`src/rtl/register_stage.sv`:
```
// -----------------------------------------------------------------------------
// register_stage
//   One DATA_WIDTH-bit pipeline flop. An asynchronous, active-high reset clears
//   it to zero. register instantiates one of these for each stage of the delay
//   line.
//
// Ports
//   clk    : rising-edge clock
//   reset  : asynchronous, active-high clear
//   d_i    : data captured on each rising edge while reset is low
//   q_o    : registered data, driven straight from the flop
// -----------------------------------------------------------------------------
module register_stage #(
    parameter int DATA_WIDTH = 32
) (
    input  logic                  clk,
    input  logic                  reset,
    input  logic [DATA_WIDTH-1:0] d_i,
    output logic [DATA_WIDTH-1:0] q_o
);

    logic [DATA_WIDTH-1:0] data_q;

    // NOTE: state is updated with non-blocking assignments, so every stage of
    // the chain samples its neighbour's old value on the same edge. Blocking
    // assignments here would collapse the pipeline into a single stage.
    always_ff @(posedge clk or posedge reset) begin
        if (reset) begin
            data_q <= '0;
        end else begin
            data_q <= d_i;
        end
    end

    assign q_o = data_q;

endmodule

```
`src/rtl/register.sv`:
```
// -----------------------------------------------------------------------------
// register
//   A parameterised pipeline delay line made of NUM_STAGES flops, each
//   DATA_WIDTH bits wide. A value sampled on `in` at one rising edge appears on
//   `out` NUM_STAGES cycles later. The line accepts one value per cycle and has
//   no enable or stall. Reset is asynchronous and clears every stage, which
//   discards all in-flight data. When NUM_STAGES is 0 the block is a
//   combinational wire from `in` to `out`.
//
//   Parameter order (NUM_STAGES, DATA_WIDTH) and port order (clk, reset, in,
//   out) are part of the interface, so positional overrides such as #(4,16)
//   continue to work.
//
// Ports
//   clk    : rising-edge clock (not used when NUM_STAGES == 0)
//   reset  : asynchronous, active-high clear (not used when NUM_STAGES == 0)
//   in     : data entering stage 0
//   out    : data leaving the last stage
// -----------------------------------------------------------------------------
module register #(
    parameter int NUM_STAGES = 1,
    parameter int DATA_WIDTH = 32
) (
    input  logic                  clk,
    input  logic                  reset,
    input  logic [DATA_WIDTH-1:0] in,
    output logic [DATA_WIDTH-1:0] out
);

    generate
        if (NUM_STAGES == 0) begin : g_bypass
            // No storage at all. The chain array is declared only in the
            // pipelined branch, so a zero-depth instance never elaborates a
            // zero-width array.
            assign out = in;

            // clk and reset are legitimately unused at zero depth.
            wire unused_ok = &{1'b0, clk, reset};
        end else begin : g_pipe
            // chain[k] is the input of stage k and chain[k+1] is its output.
            // chain[0] is the block input and chain[NUM_STAGES] is the output.
            logic [NUM_STAGES:0][DATA_WIDTH-1:0] chain;

            assign chain[0] = in;

            for (genvar k = 0; k < NUM_STAGES; k++) begin : g_stage
                register_stage #(
                    .DATA_WIDTH(DATA_WIDTH)
                ) u_stage (
                    .clk  (clk),
                    .reset(reset),
                    .d_i  (chain[k]),
                    .q_o  (chain[k+1])
                );
            end

            assign out = chain[NUM_STAGES];
        end
    endgenerate

endmodule

```
`config.mk`:
```
export PLATFORM = sky130hd
export DESIGN_NAME = register
export DESIGN_NICKNAME = d
export VERILOG_FILES = /design/src/rtl/register_stage.sv /design/src/rtl/register.sv
export SDC_FILE = /design/constraint.sdc
export NUM_CORES = 1
export LEC_CHECK = 0
export CAP_MARGIN = 20
export CORE_MARGIN = 2
export CORE_UTILIZATION = 25
export CTS_CLUSTER_SIZE = 10
export DETAILED_ROUTE_END_ITERATION = 10
export PLACE_DENSITY_LB_ADDON = 0.08
export SLEW_MARGIN = 10
export SYNTH_ARGS = -nofsm -noshare
export SYNTH_HDL_FRONTEND = slang
export SYNTH_SLANG_ARGS = --single-unit
```
`constraint.sdc`:
```
create_clock -name clk -period 1.54 [get_ports clk]
set_clock_uncertainty 0.15 [all_clocks]
set_input_delay 0.385 -clock clk [delete_from_list [all_inputs] [get_ports clk]]
set_output_delay 0.385 -clock clk [all_outputs]
set_load 0.1 [all_outputs]
```
==> summary by stage, run 1 <==
Status
The run finished with clean final reports.

Synth
The number of nets handed over by synthesis was 67. The share of flip-flops with an asynchronous set or reset after synthesis is 100.0%. The number of distinct library cells after synthesis is 2. The flip-flop and latch count after synthesis is 32.

The most common cell in the synthesized netlist is sky130_fd_sc_hd__dfrtp_1. The total number of yosys warnings is 0. Multiplexer cells account for 0% of the synthesized area. In this run the mean area of a mapped cell was 24.38 um^2. In this run the biggest area consumer among cell types represents between 90 and 100% of the synthesized area. The cell area that synthesis handed to floorplanning was 804.5 um^2. In the synthesized netlist the dominant register cell turns out to be sky130_fd_sc_hd__dfrtp_1.

The largest total area in the synthesized netlist belongs to sky130_fd_sc_hd__dfrtp_1. Sequential cells were found to cover 99.53% of the synthesized design area. Summing the areas of all xor and xnor instances in the mapped netlist gives 0% of the synthesized area. Summing the areas of all fa, ha and maj instances in the mapped netlist gives 0% of the synthesized area. The number of instances in the synthesized netlist is 33.

The complex-gate fraction of the synthesized area is 0%. The number of synthesized flops with an enable pin is 0. The simple-gate portion of the synthesized area is 0%.

In the post-synthesis netlist, the biggest area contributors are sky130_fd_sc_hd__dfrtp_1 100%, sky130_fd_sc_hd__inv_1 0.47%. After synthesis, the largest family of logic cells by area is buffers and inverters. Ranked by instance count, the synthesized netlist is headed by 32 x sky130_fd_sc_hd__dfrtp_1, 1 x sky130_fd_sc_hd__inv_1.

Timing
The worst pin sits at a relative slew slack of roughly 87%. The setup violation total in the final timing report is 0. Setup repair after global routing left no endpoint under its margin. The final hold violation count is 0. The count of final max-slew check failures is 0. Hold is met by 0.2336 ns. Timing would allow up to 694.2 MHz.

Of the available clock period, the critical path in the final layout requires 93.55%. The post-route minimum period is approximately 1.4 ns. The worst-margin pin slew is roughly 0.2 ns. Setup total negative slack on the finished layout was measured at 0 ns.

Worst setup path
The data arrival time of the critical path is 0.91 ns. Broken down by cell family, the worst path's largest delay share belongs to flip-flops. Data on the critical path is required at its endpoint by 1.00 ns. The critical path in this run is classified as reg2out. STA classifies the critical path endpoint as a primary output. In this design, the stage delay of the slowest critical-path cell is between 0.4 and 0.5 ns.

The kind of launch point of the worst setup path is a register. The slowest stage of the critical path is the sky130_fd_sc_hd__dfrtp_1 cell. Walking the worst path, the cells encountered are buf_12. The maximum fanout count along the critical path is 1. Together, buffers and inverters on the worst path number 1.

Clocking
The count of hold-fix buffers inserted at cts is 0. The clock tree from TritonCTS is built. The longest clock path from root to sink contains 2 buffers. In this run the clock root is driven by a sky130_fd_sc_hd__clkbuf_4. The clock net in this run drives a total of 32 sinks. The clock-pin slew on the worst setup and hold paths is 0.09 ns.

The clock tree synthesis step divided the H-tree into 2 levels. The number of buffers inserted by post-CTS setup repair is 0. The quantity of gates resized following cts is 0. The total CTS buffers is 5.

Global route
The number of global-route vias before repair is 548. The overall overflow remaining after global route is 0. The initial antenna violation count is 0.

The largest net degree at the start of global routing is 17. Across every metal layer, demand over resource in global routing totals 10.98%. The global-route wire length before repair is 2635 um.

Power
The cell leakage power is ~0.00086 uW. The design draws 2034 uW. The maximum ir drop on the vdd rail is between 0.6 and 0.7 mV. The power density over the cells is 1064 mW/mm^2.

Die
The initial utilization of the core area, before any placement, comes to 26.35%. The die is 60.73 um tall. The number of rows created at floorplan is 20.

During I/O placement, the number of pins put on the boundary was 66. The core region is 0.003053 mm^2. The full die area is between 0.003 and 0.004 mm^2. The die width is 60.73 um.

Detailed routing
The final route contains 545 vias. The post-detailed-route via-to-cell ratio is about 3.6. For this run, the detailed router's first-pass iteration total came to 2. In the routed design, unresolved DRC markers number 0. The detailed router's first-iteration violation count is 4.

The count of nets left with antenna violations once routing finished came out at 0. For this block, the routed nets add up to 1733 um of wire. In the final routed layout, each cell accounts on average for 11.48 um.

Finish
The sequential cell area is 800.8 um^2. At the end of the flow, the number of nets in the layout was around 140. Summing all multi-input logic gate instances after layout gives 0 um^2. The relative area change from synthesis to final layout is 137.5%. Cells with a size suffix above 1 make up 38.32% of the layout. The layout multi-input combinational cell count is 0. The register with the most flip-flops in the layout has 32 of them. The count of filler cells inserted in the layout is 250. The number of diodes added for antenna fixing is 0.

Min path
The class of the worst hold path is in2async.

Run
The max-cap check violation count is 0.

Placed design
At the end of routability-driven placement, the weighted congestion stood at 0.5607. The quantity of I/O buffers inserted on ports is 65. The wire-length estimate of the detail-placed layout is 1401 um.
layout make-up:
type	instances	share of cell area, %
clock buffers	7	3.405
inverters	1	0.1965
flip-flops and latches	32	41.91
well taps	44	2.881
repair buffers	67	51.60
layout by cell type (no fill, tap or decap):
master,count
sky130_fd_sc_hd__clkbuf_8,2
sky130_fd_sc_hd__buf_4,2
sky130_fd_sc_hd__dfrtp_1,32
sky130_fd_sc_hd__inv_1,1
sky130_fd_sc_hd__clkbuf_4,5
sky130_fd_sc_hd__clkdlybuf4s50_1,33
sky130_fd_sc_hd__buf_12,32
worst max-delay path by stage:
stage                                       from      end  slack, ns  depth (start not counted)
6_report       g_pipe.g_stage[0].u_stage.q_o[21]  out[21]        0.1                          1
5_1_grt        g_pipe.g_stage[0].u_stage.q_o[30]  out[30]       0.04                          1
4_1_cts        g_pipe.g_stage[0].u_stage.q_o[21]  out[21]       0.07                          1
3_5_place_dp   g_pipe.g_stage[0].u_stage.q_o[21]  out[21]       0.45                          1
3_3_place_gp   g_pipe.g_stage[0].u_stage.q_o[15]  out[15]       0.46                          1
2_1_floorplan   g_pipe.g_stage[0].u_stage.q_o[0]   out[0]       0.12                          0
kinds of logic after synthesis:
family	after synthesis
flops	32
buf+inv	1
power breakdown:
part	leakage (uW)	internal, uW	switching [uW]
Clock	0.0000374	259	250
Sequential	0.000373	883	34.8
Combinational	0.000445	240	367
layer usage:
metal / vias up / part of all wire [%] / global-route usage, %
met4: 0 / 2.2 / 6.522
met3: 4 / 12 / 7.889
met5: - / 0 / 0
met1: 261 / 30 / 11.13
met2: 33 / 56 / 16.44
li1: 247 / - / -
stage by stage:
stage / util [%] / area, um^2 / cells / setup WS, ns
6_report: 62.58 / 1911 / 151 / 0.09940
5_1_grt: 62.58 / 1911 / 151 / 0.03948
4_1_cts: 62.58 / 1911 / 151 / 0.07346
3_5_place_dp: 60.45 / 1846 / 144 / 0.4450
3_3_place_gp: 60.45 / 1846 / 144 / 0.4557
2_1_floorplan: - / 804.5 / 33 / 0.1217
Note: power is estimated with default switching activity, not from simulation.
==> run 2, diff against run 1 <==
- SLEW_MARGIN: 10 -> 20
==> results of run 2 <==
No change in the layout: final DEF, timing and power equal those of run 1.
==> run 3, diff against run 2 <==
- CAP_MARGIN: 20 -> 15
- CORE_MARGIN: 2 -> not set
==> run 3 against run 2 <==
  * Final area about the same
  * Critical path depth unchanged
  * Die area decreased by 6.5%
  * Worst setup slack got worse by 0.011 ns
  * Fmax decreased by 0.77%
  * Count of clock-buffer cells in the layout increased by 1
  * Hold slack improved by 0.020 ns
  * First-iteration DRC count increased by 100%
  * Clock power decreased by 5.9%
  * Largest power group unchanged
==> summary by stage, run 3 (synthesized netlist as in run 1, its figures left out) <==
Clocking
TritonCTS created 5 clock buffers. The count of hold-fix buffers inserted at cts is 0. TritonCTS built the clock tree. Clock-pin slew was measured on the worst setup and hold paths at 0.09 ns. The cell at the root of the clock tree is sky130_fd_sc_hd__clkbuf_4. The number of clock sinks is 32. Counting along the longest clock path gives a buffer depth of 2. The number of setup buffers added after CTS is 0. The number of gates resized after CTS was 0. The maximum level of the CTS H-tree is 2.

Timing
Headroom to the max-slew limit came out at 88.76%. Setup repair after global routing left no endpoint under its margin. The final hold violation count is 0. In the final timing run, aggregate negative setup slack is 0 ns. The setup violation total in the final timing report is 0. The count of final max-slew check failures is 0.

After layout, the worst path uses a little over nine tenths of the clock period. The worst-margin pin slew is 0.1686 ns. The top achievable clock speed is a little under 700 MHz.

The routed design could run at a clock period as short as 1.452 ns.

Worst setup path
The maximum fanout count along the critical path is 1. Together, buffers and inverters on the worst path number 1. STA classifies the critical path startpoint as a register.

The cell family with the largest share of critical-path delay is flip-flops. The largest incremental delay on the critical path is 0.42 ns. The data arrival time of the critical path is between 0.9 and 1 ns. The required time of the critical path is 1.00 ns. The signal on the critical path passes through buf_12.

On the critical path, the stage with the largest delay is an instance of sky130_fd_sc_hd__dfrtp_1. The endpoint kind of the worst setup timing path is a primary output. The number of cells on the critical path is 1. The startpoint-to-endpoint class of the critical path is reg2out.

Detailed routing
Dividing the detail-routed via count by the number of cells gives 3.709. In this run, the number of DRC markers left after iteration 0 of detailed routing was 8. The per-cell routed wire length is 12.82 um. For this block, the routed nets add up to 1936 um of wire. The first detailed-routing pass took 3 iterations.

In the routed design, unresolved DRC markers number 0. The total via count after detailed routing is 560. The detail route stage leaves a number of antenna-violating nets equal to 0.

Finish
Of the cells placed in the final design, the portion with a size suffix greater than 1 is 36.45%. The final net count is 140. The number of diodes added for antenna fixing is 0. The register with the most flip-flops in the layout has 32 of them.

Cells fill between 60% and 70% of the core in the end. The area occupied by multi-input gates is 0 um^2. The library cells used most frequently in the layout, excluding fill and tap cells, are 33 x sky130_fd_sc_hd__clkdlybuf4s50_1, 33 x sky130_fd_sc_hd__buf_12, 32 x sky130_fd_sc_hd__dfrtp_1.

0 cells are multi-input combinational gates. The area growth from synthesis to layout is 137.3%.

Run
Max-cap violations in this run came to 0.

Min path
The class of the worst hold path is in2async.

Power
Dividing total power by cell area gives a power density of 1052 mW/mm^2. The cell leakage power is 0.0008500 uW. The worst-case IR drop observed on VDD is 0.6914 mV.

Die
The floorplan step defined a die boundary enclosing 0.003449 mm^2. Row generation in the floorplan step produced 20 rows. The die is 58.73 um tall. The number of primary I/O pins is 66. The starting density of the core is about a quarter. The total core area is 0.003053 mm^2. The die width is slightly below 60 um.

Global route
The overall track demand over capacity in global routing is about 14%. The number of global-route vias before repair is 590. The overall overflow remaining after global route is 0.

The largest net degree at the start of global routing is 33. The initial antenna violation count is 0. The first global-routing pass estimated 3118 um of wire.

Placed design
The congestion estimate from routability-driven global placement came to 0.6435. The quantity of I/O buffers inserted on ports is 65. Detailed placement ended at an HPWL of 1498 um.

Status
The flow ran to the end, and the final reports show no timing, DRC or antenna violations.
-- run 3: cell count changes in the layout (fill, tap and decap cells not counted) --
cell,change
sky130_fd_sc_hd__clkbuf_8,-1
sky130_fd_sc_hd__buf_4,-2
sky130_fd_sc_hd__buf_12,+1
sky130_fd_sc_hd__clkbuf_1,+2
-- run 3: cell type report --
| class | count | area (um^2) |
|---|---|---|
| timing repair buffer | 66 | 991.0 |
| fill | 244 | 1144 |
| tap | 44 | 55.05 |
| sequential | 32 | 800.8 |
| inverter | 1 | 3.754 |
| clock buffer | 8 | 58.81 |
-- run 3: worst max path at each step --
stage	startpoint	end	slack, ns
finish	g_pipe.g_stage[0].u_stage.q_o[2]	out[2]	0.09
CTS	g_pipe.g_stage[0].u_stage.q_o[2]	out[2]	0.06
global placement	g_pipe.g_stage[0].u_stage.q_o[16]	out[16]	0.45
global route	g_pipe.g_stage[0].u_stage.q_o[13]	out[13]	0.03
detailed placement	g_pipe.g_stage[0].u_stage.q_o[2]	out[2]	0.44
floorplan	g_pipe.g_stage[0].u_stage.q_o[0]	out[0]	0.12
-- run 3: tightest hold or removal path: cells and delay by family --
kind                   cells  cell delay, ns
buffers and inverters      3            0.70
-- run 3: layer usage --
| metal | GRT usage (%) | part of all wire, % | up-vias |
|---|---|---|---|
| li1 | - | - | 245 |
| met1 | 15.64 | 36 | 266 |
| met2 | 18.51 | 49 | 44 |
| met3 | 10.11 | 14 | 5 |
| met4 | 6.122 | 2.0 | 0 |
| met5 | 0 | 0 | - |
-- run 3: stage by stage --
stage	total power (uW)	hold WS (ns)	instances	cell area (um^2)	setup WS (ns)
after floorplan	1242	0.2664	33	804.5	0.1217
after global placement	1547	0.6002	143	1851	0.4524
after detailed placement	1552	0.6051	143	1851	0.4351
after CTS	2041	0.2483	151	1909	0.06176
after global routing	2097	0.2785	151	1909	0.03089
final	2009	0.2540	151	1909	0.08827
-- run 3: power breakdown --
part / internal [uW] / total (uW) / switching, uW
registers: 883 / 919 / 36.1
logic: 242 / 611 / 369
clock network: 225 / 479 / 254
